### src/rtl/packet_filter_pkg.sv
// Shared types for the frame egress read stage: FSM state encoding and the
// frame descriptor handed over by the switch FSM.
package packet_filter_pkg;

    localparam int unsigned AddrWidth = 11;
    localparam int unsigned LenWidth  = 11;

    typedef enum logic [1:0] {
        StIdle,
        StSeek,
        StStream,
        StDrain
    } egress_state_e;

    typedef struct packed {
        logic [AddrWidth:0]  start_ptr;
        logic [LenWidth-1:0] len;
        logic                drop;
    } frame_desc_t;

endpackage

### src/rtl/frame_egress_if.sv
// Descriptor, frame FIFO read and egress stream signals of the egress stage.
// The master modport is the egress stage itself.
interface frame_egress_if #(
    parameter int unsigned ADDR_WIDTH = 11,
    parameter int unsigned LEN_WIDTH  = 11
) ();

    logic                  desc_valid;
    logic                  desc_ready;
    logic [ADDR_WIDTH:0]   desc_start_ptr;
    logic [LEN_WIDTH-1:0]  desc_len;
    logic                  desc_drop;

    logic                  frame_ren;
    logic                  frame_rrst;
    logic [ADDR_WIDTH:0]   frame_rst_rptr;
    logic [19:0]           frame_rdata;

    logic                  egress_tvalid;
    logic                  egress_tready;
    logic [15:0]           egress_tdata;
    logic                  egress_tlast;

    logic                  frame_done;

    modport master (
        input  desc_valid, desc_start_ptr, desc_len, desc_drop, frame_rdata, egress_tready,
        output desc_ready, frame_ren, frame_rrst, frame_rst_rptr, egress_tvalid, egress_tdata,
               egress_tlast, frame_done
    );

    modport slave (
        output desc_valid, desc_start_ptr, desc_len, desc_drop, frame_rdata, egress_tready,
        input  desc_ready, frame_ren, frame_rrst, frame_rst_rptr, egress_tvalid, egress_tdata,
               egress_tlast, frame_done
    );

endinterface

### src/rtl/egress_skid_buf.sv
// Two-entry FIFO of {tdata, tlast} sitting between the frame FIFO read port and
// the egress stream; the caller guarantees it never pushes when full.
module egress_skid_buf (
    input  logic        clk_i,
    input  logic        reset_i,
    input  logic        push_i,
    input  logic [15:0] push_data_i,
    input  logic        push_last_i,
    input  logic        pop_i,
    output logic        valid_o,
    output logic [15:0] data_o,
    output logic        last_o,
    output logic [1:0]  occ_o
);

    logic [16:0] mem_q [2];
    logic        wr_q, wr_d;
    logic        rd_q, rd_d;
    logic [1:0]  cnt_q, cnt_d;

    always_comb begin
        wr_d  = push_i ? ~wr_q : wr_q;
        rd_d  = pop_i ? ~rd_q : rd_q;
        cnt_d = cnt_q + {1'b0, push_i} - {1'b0, pop_i};
    end

    always_ff @(posedge clk_i) begin
        if (reset_i) begin
            mem_q[0] <= '0;
            mem_q[1] <= '0;
            wr_q     <= 1'b0;
            rd_q     <= 1'b0;
            cnt_q    <= 2'd0;
        end else begin
            if (push_i) begin
                mem_q[wr_q] <= {push_last_i, push_data_i};
            end
            wr_q  <= wr_d;
            rd_q  <= rd_d;
            cnt_q <= cnt_d;
        end
    end

    assign valid_o = (cnt_q != 2'd0);
    assign data_o  = mem_q[rd_q][15:0];
    assign last_o  = mem_q[rd_q][16];
    assign occ_o   = cnt_q;

endmodule

### src/rtl/frame_egress.sv
// Frame FIFO read stage: accepts one descriptor, then streams the frame to the
// egress port with tlast, or skips it by reloading the FIFO read pointer.
module frame_egress
    import packet_filter_pkg::*;
#(
    parameter int unsigned ADDR_WIDTH = 11,
    parameter int unsigned LEN_WIDTH  = 11
) (
    input  logic          clk_i,
    input  logic          reset_i,
    frame_egress_if.master bus
);

    localparam int unsigned PtrW = ADDR_WIDTH + 1;

    egress_state_e        state_q, state_d;
    logic [PtrW-1:0]      start_q, start_d;
    logic [LEN_WIDTH-1:0] len_q, len_d;
    logic                 drop_q, drop_d;
    logic [LEN_WIDTH-1:0] rem_q, rem_d;
    logic                 inflight_q, inflight_d;
    logic                 infl_last_q, infl_last_d;
    logic                 done_q, done_d;

    logic                 pop;
    logic [1:0]           occ;
    logic [2:0]           fill;
    logic                 buf_valid;
    logic [15:0]          buf_data;
    logic                 buf_last;
    logic                 unused_rdata_hi;

    assign unused_rdata_hi = ^bus.frame_rdata[19:16];

    assign pop  = buf_valid & bus.egress_tready;
    // Words held after this cycle if no new read is issued.
    assign fill = {1'b0, occ} + {2'b0, inflight_q} - {2'b0, pop};

    always_comb begin
        state_d            = state_q;
        start_d            = start_q;
        len_d              = len_q;
        drop_d             = drop_q;
        rem_d              = rem_q;
        done_d             = 1'b0;
        bus.desc_ready     = 1'b0;
        bus.frame_ren      = 1'b0;
        bus.frame_rrst     = 1'b0;
        bus.frame_rst_rptr = '0;
        bus.frame_done     = done_q;

        unique case (state_q)
            StIdle: begin
                bus.desc_ready = ~done_q & ~reset_i;
                if (bus.desc_valid && bus.desc_ready) begin
                    start_d = bus.desc_start_ptr;
                    len_d   = bus.desc_len;
                    drop_d  = bus.desc_drop;
                    state_d = StSeek;
                end
            end
            StSeek: begin
                bus.frame_rrst = 1'b1;
                if (drop_q || (len_q == '0)) begin
                    bus.frame_rst_rptr = start_q + PtrW'(len_q);
                    done_d             = 1'b1;
                    state_d            = StIdle;
                end else begin
                    bus.frame_rst_rptr = start_q;
                    rem_d              = len_q;
                    state_d            = StStream;
                end
            end
            StStream: begin
                if ((rem_q != '0) && (fill < 3'd2)) begin
                    bus.frame_ren = 1'b1;
                    rem_d         = rem_q - LEN_WIDTH'(1);
                    if (rem_q == LEN_WIDTH'(1)) begin
                        state_d = StDrain;
                    end
                end
            end
            StDrain: begin
                if (pop && buf_last) begin
                    bus.frame_done = 1'b1;
                    state_d        = StIdle;
                end
            end
            default: state_d = StIdle;
        endcase

        inflight_d  = bus.frame_ren;
        infl_last_d = bus.frame_ren && (rem_q == LEN_WIDTH'(1));
    end

    always_ff @(posedge clk_i) begin
        if (reset_i) begin
            state_q     <= StIdle;
            start_q     <= '0;
            len_q       <= '0;
            drop_q      <= 1'b0;
            rem_q       <= '0;
            inflight_q  <= 1'b0;
            infl_last_q <= 1'b0;
            done_q      <= 1'b0;
        end else begin
            state_q     <= state_d;
            start_q     <= start_d;
            len_q       <= len_d;
            drop_q      <= drop_d;
            rem_q       <= rem_d;
            inflight_q  <= inflight_d;
            infl_last_q <= infl_last_d;
            done_q      <= done_d;
        end
    end

    egress_skid_buf u_skid_buf (
        .clk_i       (clk_i),
        .reset_i     (reset_i),
        .push_i      (inflight_q),
        .push_data_i (bus.frame_rdata[15:0]),
        .push_last_i (infl_last_q),
        .pop_i       (pop),
        .valid_o     (buf_valid),
        .data_o      (buf_data),
        .last_o      (buf_last),
        .occ_o       (occ)
    );

    assign bus.egress_tvalid = buf_valid;
    assign bus.egress_tdata  = buf_data;
    assign bus.egress_tlast  = buf_last;

endmodule

### src/flat_wrapper.sv
// flat-port wrapper written by rule: the top's interface ports become plain ports
module frame_egress_flat import packet_filter_pkg::*;
#(
    parameter int unsigned ADDR_WIDTH = 11,
    parameter int unsigned LEN_WIDTH  = 11
)
  (clk_i, reset_i, bus_desc_valid, bus_desc_start_ptr, bus_desc_len, bus_desc_drop, bus_frame_rdata, bus_egress_tready, bus_desc_ready, bus_frame_ren, bus_frame_rrst, bus_frame_rst_rptr, bus_egress_tvalid, bus_egress_tdata, bus_egress_tlast, bus_frame_done);
  frame_egress_if #(.ADDR_WIDTH(ADDR_WIDTH), .LEN_WIDTH(LEN_WIDTH)) bus_i ();
  input  logic clk_i;
  input  logic reset_i;
  input wire logic [$bits(bus_i.desc_valid)-1:0] bus_desc_valid;
  input wire logic [$bits(bus_i.desc_start_ptr)-1:0] bus_desc_start_ptr;
  input wire logic [$bits(bus_i.desc_len)-1:0] bus_desc_len;
  input wire logic [$bits(bus_i.desc_drop)-1:0] bus_desc_drop;
  input wire logic [$bits(bus_i.frame_rdata)-1:0] bus_frame_rdata;
  input wire logic [$bits(bus_i.egress_tready)-1:0] bus_egress_tready;
  output wire logic [$bits(bus_i.desc_ready)-1:0] bus_desc_ready;
  output wire logic [$bits(bus_i.frame_ren)-1:0] bus_frame_ren;
  output wire logic [$bits(bus_i.frame_rrst)-1:0] bus_frame_rrst;
  output wire logic [$bits(bus_i.frame_rst_rptr)-1:0] bus_frame_rst_rptr;
  output wire logic [$bits(bus_i.egress_tvalid)-1:0] bus_egress_tvalid;
  output wire logic [$bits(bus_i.egress_tdata)-1:0] bus_egress_tdata;
  output wire logic [$bits(bus_i.egress_tlast)-1:0] bus_egress_tlast;
  output wire logic [$bits(bus_i.frame_done)-1:0] bus_frame_done;
  assign bus_i.desc_valid = bus_desc_valid;
  assign bus_i.desc_start_ptr = bus_desc_start_ptr;
  assign bus_i.desc_len = bus_desc_len;
  assign bus_i.desc_drop = bus_desc_drop;
  assign bus_i.frame_rdata = bus_frame_rdata;
  assign bus_i.egress_tready = bus_egress_tready;
  assign bus_desc_ready = bus_i.desc_ready;
  assign bus_frame_ren = bus_i.frame_ren;
  assign bus_frame_rrst = bus_i.frame_rrst;
  assign bus_frame_rst_rptr = bus_i.frame_rst_rptr;
  assign bus_egress_tvalid = bus_i.egress_tvalid;
  assign bus_egress_tdata = bus_i.egress_tdata;
  assign bus_egress_tlast = bus_i.egress_tlast;
  assign bus_frame_done = bus_i.frame_done;
  frame_egress #(.ADDR_WIDTH(ADDR_WIDTH), .LEN_WIDTH(LEN_WIDTH)) u_core (.clk_i(clk_i), .reset_i(reset_i), .bus(bus_i));
endmodule
### config.mk
export PLATFORM = sky130hd
export DESIGN_NAME = frame_egress_flat
export DESIGN_NICKNAME = d
export VERILOG_FILES = /design/src/rtl/packet_filter_pkg.sv /design/src/rtl/frame_egress_if.sv /design/src/rtl/egress_skid_buf.sv /design/src/rtl/frame_egress.sv /design/src/flat_wrapper.sv
export SDC_FILE = /design/constraint.sdc
export NUM_CORES = 1
export LEC_CHECK = 0
export BUFFER_PORTS_ARGS = -buffer_cell sky130_fd_sc_hd__clkbuf_2
export CAP_MARGIN = 40
export CORE_ASPECT_RATIO = 1.1
export CORE_MARGIN = 8
export CORE_UTILIZATION = 40
export DETAILED_ROUTE_END_ITERATION = 8
export SLEW_MARGIN = 20
export SYNTH_ARGS = -nofsm -noshare
export SYNTH_HDL_FRONTEND = slang
export SYNTH_SLANG_ARGS = --single-unit
### constraint.sdc
create_clock -name clk_i -period 8.61 [get_ports clk_i]
set_input_delay 1.2915 -clock clk_i [delete_from_list [all_inputs] [get_ports clk_i]]
set_output_delay 1.2915 -clock clk_i [all_outputs]
set_load 0.1 [all_outputs]
**After elaboration in Yosys (flattened, before gate mapping)**

Memories as Yosys holds them, arrays and structs flattened. A register that Yosys moved wholly into a read port is not among the register bits.
Index checks and enable logic that the tools add are counted.

- ROM bits: 0
- Input port bits: 48
- Bits in latches: 0
- Word-level logic and storage cells: 78
- Output and inout bits: 34
- RAM bits: 34
- Memories kept: 1
- Bits in registers: 44

Memories:

| memory | words | bits a word | read ports | clocked after Yosys merged registers in | wr ports | line | text |
|---|---|---|---|---|---|---|---|
| u_core.u_skid_buf.mem_q | 2 | 17 | 1 | 1 | 2 | egress_skid_buf.sv:16 | `logic [16:0] mem_q [2];` |

- Multipliers: 0
- Muxes and demuxes: 28
- Bitwise operators: 7
- Magnitude comparators: 1
- Divide/modulo/power cells: 0
- Shift-type cells: 0
- Add/subtract/negate cells: 6
- Reduce and logical (&&, ||, !) cells: 15
- Equality and inequality tests: 9

Operator list:

| cell | number |
|---|---|
| $mux W12 | 2 |
| $mux W11 | 2 |
| $pmux W11 S2 | 1 |
| $mux W17 | 1 |
| $reduce_or A17 Y1 | 1 |
| $mux W1 | 16 |
| $add A12 B11 Y12 | 1 |
| $eq A11 B1 Y1 const B | 1 |
| $logic_not A11 Y1 | 1 |
| $reduce_bool A11 Y1 | 1 |
| $sub A11 B1 Y11 const B | 1 |
| $mux W2 | 5 |
| $ne A2 B1 Y1 const B | 4 |
| $pmux W2 S4 | 1 |
| $not A1 Y1 | 5 |
| $eq A2 B2 Y1 const B | 2 |
| $logic_and A1 B1 Y1 | 4 |
| $reduce_and A4 Y1 | 1 |
| $reduce_bool A2 Y1 | 2 |
| $add A2 B1 Y3 | 1 |
| $lt A3 B2 Y1 const B | 1 |
| $reduce_and A3 Y1 | 1 |
| $sub A3 B1 Y3 | 1 |
| $add A2 B1 Y2 | 1 |
| other kinds (8) | 9 |

**Logic depth before layout (Yosys ltp)**

- Depth after elaboration: 8
- Depth in mapped cells: 13
- Gate-level depth less buffers: 11

**Cells and area by module**

From an unflattened synthesis, not the netlist that was laid out.

- Cells, all modules: 459
- Area total of the unflattened synthesis: 4251.6 sq um

Modules (own cells, without submodules):

| module | cells each | sequential area each (sq um) | area each (sq um) | times used |
|---|---|---|---|---|
| frame_egress | 328 | 800.8 | 2476.1 | 1 |
| egress_skid_buf | 131 | 1121.1 | 1775.5 | 1 |

**Worst setup path after synthesis**

No wires, ideal clock.

- Kind: in2out
- Start: input bus_egress_tready
- End: output bus_frame_ren
- Stages on the path: 9
- Data arrival time: 4.134 ns
- Path buffers: 0
- Data required time: 7.318 ns
- Path slack: 3.184 ns
- Cells stage by stage: o21ai_0 -> inv_1 -> ha_1 -> inv_1 -> ha_1 -> fa_1 -> xnor2_1 -> or3_1 -> nor2_1

- Word-level cells in the longest chain between the ends: 6

Ends and longest elaborated chain:

| what | line | text |
|---|---|---|
| start, declared | flat_wrapper.sv:16 | `input wire logic [$bits(bus_i.egress_tready)-1:0] bus_egress_tready;` |
| $and A1 B1 Y1 | frame_egress.sv:35 | `assign pop = buf_valid & bus.egress_tready;` |
| named net u_core.pop | frame_egress.sv:25 | `logic pop;` |
| $sub A3 B1 Y3 | frame_egress.sv:37 | `assign fill = {1'b0, occ} + {2'b0, inflight_q} - {2'b0, pop};` |
| $lt A3 B2 Y1 | frame_egress.sv:75 | `if ((rem_q != '0) && (fill < 3'd2)) begin` |
| $logic_and A1 B1 Y1 | frame_egress.sv:75 |  |
| $mux W1 | frame_egress.sv:75 |  |
| $mux W1 | frame_egress.sv:52 | `unique case (state_q)` |
| end, declared | flat_wrapper.sv:18 | `output wire logic [$bits(bus_i.frame_ren)-1:0] bus_frame_ren;` |

The timed path passes the listed nets, and every way through them passes these cells.

**Final worst setup path**

- Start: input bus_egress_tready
- End: output bus_frame_ren

- Word-level cells in the longest chain between the ends: 6

Ends and longest elaborated chain:

| what | line | text |
|---|---|---|
| $and A1 B1 Y1 | frame_egress.sv:35 |  |
| named net u_core.pop | frame_egress.sv:25 |  |
| $sub A3 B1 Y3 | frame_egress.sv:37 |  |
| named net u_core.fill[1] | frame_egress.sv:27 | `logic [2:0] fill;` |
| $lt A3 B2 Y1 | frame_egress.sv:75 |  |
| $logic_and A1 B1 Y1 | frame_egress.sv:75 |  |
| $mux W1 | frame_egress.sv:75 |  |
| $mux W1 | frame_egress.sv:52 |  |

The timed path passes the listed nets, and every way through them passes these cells.

==> out/summary.txt <==
run status: completed
Horiz. Die Dim: 116 µm
ys flop type: sky130_fd_sc_hd__dfxtp_1
initial drt markers: 288
flops & latches, synth: 79
Slowest Stage Delay on Critical Path: 500 ps
post-synthesis instance area: 0.00436 mm²
worst ir drop on vdd: 123 µV
xor/xnor share of the synthesized area: 1.20%
number of detailed-route iterations in the first pass: 4
Post-Syn Area per Cell: 9.40 µm²
Setup violations, final: 0
post-detailed-route wirelength per cell: 15.2 µm
most frequent standard cell in the layout excluding fill and tap cells: sky130_fd_sc_hd__clkbuf_2
Worst R2R End: u_core.rem_q[0]
endpoint of the worst hold path: u_core.start_q[9]
number of max-cap violations: 0
number of gates given a new drive strength after cts: 0
DR DRC count: 0
number of buffers created by CTS: 9
Port-buffer cells: 77
worst r2r path cells: 11
final count of pins violating max slew: 0
commonest cells after routing, fill and taps aside: sky130_fd_sc_hd__clkbuf_2, sky130_fd_sc_hd__nand2_1, sky130_fd_sc_hd__dfxtp_1
flop-to-flop setup slack: 4980 ps
post-synthesis cell type count: 58
Fin. Hold Viols: 0
vias post-DR: 3533
maximum buffer depth of the clock tree: 2
row count: 40
number of antenna violations at the first check in global routing: 0
sequential area share after synthesis: 44.1%
total wire length: 10.5 mm
clock tree from TritonCTS: built
fraction of synthesized area in multiplexers: 5.28%
critical-path maximum fanout: 4
DRT antenna net count: 0
critical path required time: 7320 ps
I/O pin count: 82
via count of the first global-routing pass: 3555
detailed placer's ending HPWL: 7.48 mm
CTS Hold Bufs: 0
Die Y: 126 µm
actual slew at the worst max-slew pin: 704 ps
Area Growth Syn to Fin: 20.4%
count of clock tree sinks: 79
clock transition at the registers of the reported paths: 60 ps
data arrival time of the critical path: 3690 ps
layout cell share with drive strength beyond 1: 24.6%
worst-skew pair later-pin latency: 340 ps
hold_sp: u_core.start_q[9]
global-route wire length before repair: 17.5 mm
Total Routing Usage GR: 15.0%
Synthesized Nets: 534
grt ovf: 0
type of element capturing the critical path: output port
total power consumption of the routed design: 1.28 mW
number of enable-type register cells in the synthesized netlist: 34
final critical-path share of the clock period: 57.8%
Async SR Flop Fraction: 0%
type of the tightest min-delay check: reg2reg
area fraction in compound gates after synthesis: 14.1%
unrepaired setup endpoints after global routing: no
final clock skew: 7.23 ps
n_diodes: 0
worst hold margin: 484 ps
achievable clock frequency: 201 MHz
power density cells: 244 mW/mm²
Vias per Instance: 5.11
placer congestion estimate: 0.800
Worst Setup Start Kind: primary input
depth of the CTS H-tree: 3
main combinational cell family by area after synthesis: simple AND/OR/NAND/NOR gates
synthesized-area fraction occupied by adder cells: 6.66%
cell-by-cell trace of the critical path: clkbuf_2 -> o21ai_0 -> inv_1 -> ha_1 -> inv_1 -> ha_1 -> fa_1 -> or3_1 -> nor2_1 -> clkbuf_2
startpoint of the worst register-to-register path: u_core.u_skid_buf.occ_o[1]
warning count from the yosys run: 0
largest net degree at the start of global routing: 57
post-synthesis simple-gate area fraction: 24.8%
number of buffers added for setup after CTS: 0
static power due to leakage: 2.11 nW
time the worst path needs with I/O delays and setup: 4980 ps
initial cell density of the core: 40.5%
core area: 0.0108 mm²
Critical Setup Path Class: in2out
Hold Crit Depth: 2
setup total negative slack: 0 ps
instance count of the mapped netlist: 464
slowest stage cell, crit path: sky130_fd_sc_hd__fa_1
clock root buffer: sky130_fd_sc_hd__clkbuf_16
max-slew headroom at the worst pin: 53.0%
final net count: 609
die footprint: 0.0145 mm²
-- power breakdown --
group	internal, mW	total [mW]	switching (mW)
logic	0.120	0.447	0.327
clock network	0.228	0.393	0.165
registers	0.414	0.439	0.0244
-- cell usage after synthesis, types with 5 or more instances --
| cell type | number | area (µm²) |
|---|---|---|
| sky130_fd_sc_hd__dfxtp_1 | 45 | 901 |
| sky130_fd_sc_hd__nand3_1 | 15 | 75.1 |
| sky130_fd_sc_hd__nor2_1 | 17 | 63.8 |
| sky130_fd_sc_hd__and2_1 | 41 | 257 |
| sky130_fd_sc_hd__o21ai_0 | 13 | 65.1 |
| sky130_fd_sc_hd__ha_1 | 20 | 250 |
| sky130_fd_sc_hd__nor3b_1 | 5 | 37.5 |
| sky130_fd_sc_hd__a21oi_1 | 43 | 215 |
| sky130_fd_sc_hd__mux2i_1 | 5 | 50.1 |
| sky130_fd_sc_hd__or3_1 | 5 | 31.3 |
| sky130_fd_sc_hd__nor3_1 | 10 | 50.1 |
| sky130_fd_sc_hd__edfxtp_1 | 34 | 1020 |
| sky130_fd_sc_hd__clkbuf_1 | 17 | 63.8 |
| sky130_fd_sc_hd__nand2_1 | 66 | 248 |
| sky130_fd_sc_hd__nor2b_1 | 10 | 62.6 |
| sky130_fd_sc_hd__mux2_2 | 16 | 180 |
| sky130_fd_sc_hd__inv_1 | 15 | 56.3 |
| sky130_fd_sc_hd__nand2b_1 | 5 | 31.3 |
-- worst max path at each step --
stage	start	to	slack, ps	cells after the start
after detailed placement	bus_egress_tready	bus_frame_ren	3590	11
after global routing	bus_egress_tready	bus_frame_ren	3500	11
final	bus_egress_tready	bus_frame_ren	3630	10
after CTS	bus_egress_tready	bus_frame_ren	3600	10
after floorplan	bus_egress_tready	bus_frame_ren	3180	9
after global placement	bus_egress_tready	bus_frame_ren	3630	10
-- logic make-up after synthesis --
group / Yosys count
xor gates and xnor gates: 6
DFF: 79
and+or+nand+nor: 200
muxes: 21
adders and majority gates: 22
buffers and inverters: 40
AOI/OAI and AO/OA: 96
-- layout make-up --
cell class | instances | area [µm²]
Fill cell | 1046 | 5510
Multi-Input combinational cell | 345 | 2270
Sequential cell | 79 | 1920
Timing Repair Buffer | 89 | 508
Clock buffer | 9 | 225
Tap cell | 147 | 184
Clock inverter | 7 | 80.1
Inverter | 15 | 56.3
-- flip-flops by register name, indices dropped and copies added, names as in the netlist, named ones only --
name / count
u_core.u_skid_buf.rd_q: 1
u_core.u_skid_buf.mem_q: 34
u_core.start_q: 12
u_core.len_q: 11
u_core.done_q: 1
u_core.drop_q: 1
u_core.u_skid_buf.occ_o: 2
u_core.rem_q: 11
u_core.inflight_q: 1
u_core.infl_last_q: 1
u_core.state_q: 1
u_core.u_skid_buf.wr_q: 1
-- metal layers --
metal	track usage, %	vias to the layer above	part of all wire, %
li1	-	1794	-
met1	18.0	1657	46
met2	24.9	70	47
met3	3.90	12	5.3
met4	6.11	0	1.5
met5	0	-	0
-- metrics by stage --
step | instances | worst slack, ps | util [%] | instance area [µm²]
floorplan | 464 | 3180 | - | 4360
global placement | 668 | 3630 | 45.2 | 4860
detailed placement | 670 | 3590 | 45.3 | 4880
CTS | 686 | 3600 | 48.2 | 5180
global route | 691 | 3500 | 48.8 | 5250
finish | 691 | 3630 | 48.8 | 5250
-- worst max-delay path: cells and delay by family --
kind,cells,cell delay [ps]
AO/OA/AOI/OAI,1,180
buffers and inverters,4,710
adder cells (fa/ha/maj),3,990
AND/OR/NAND/NOR,2,510
Note: power is estimated with default switching activity, not from simulation.
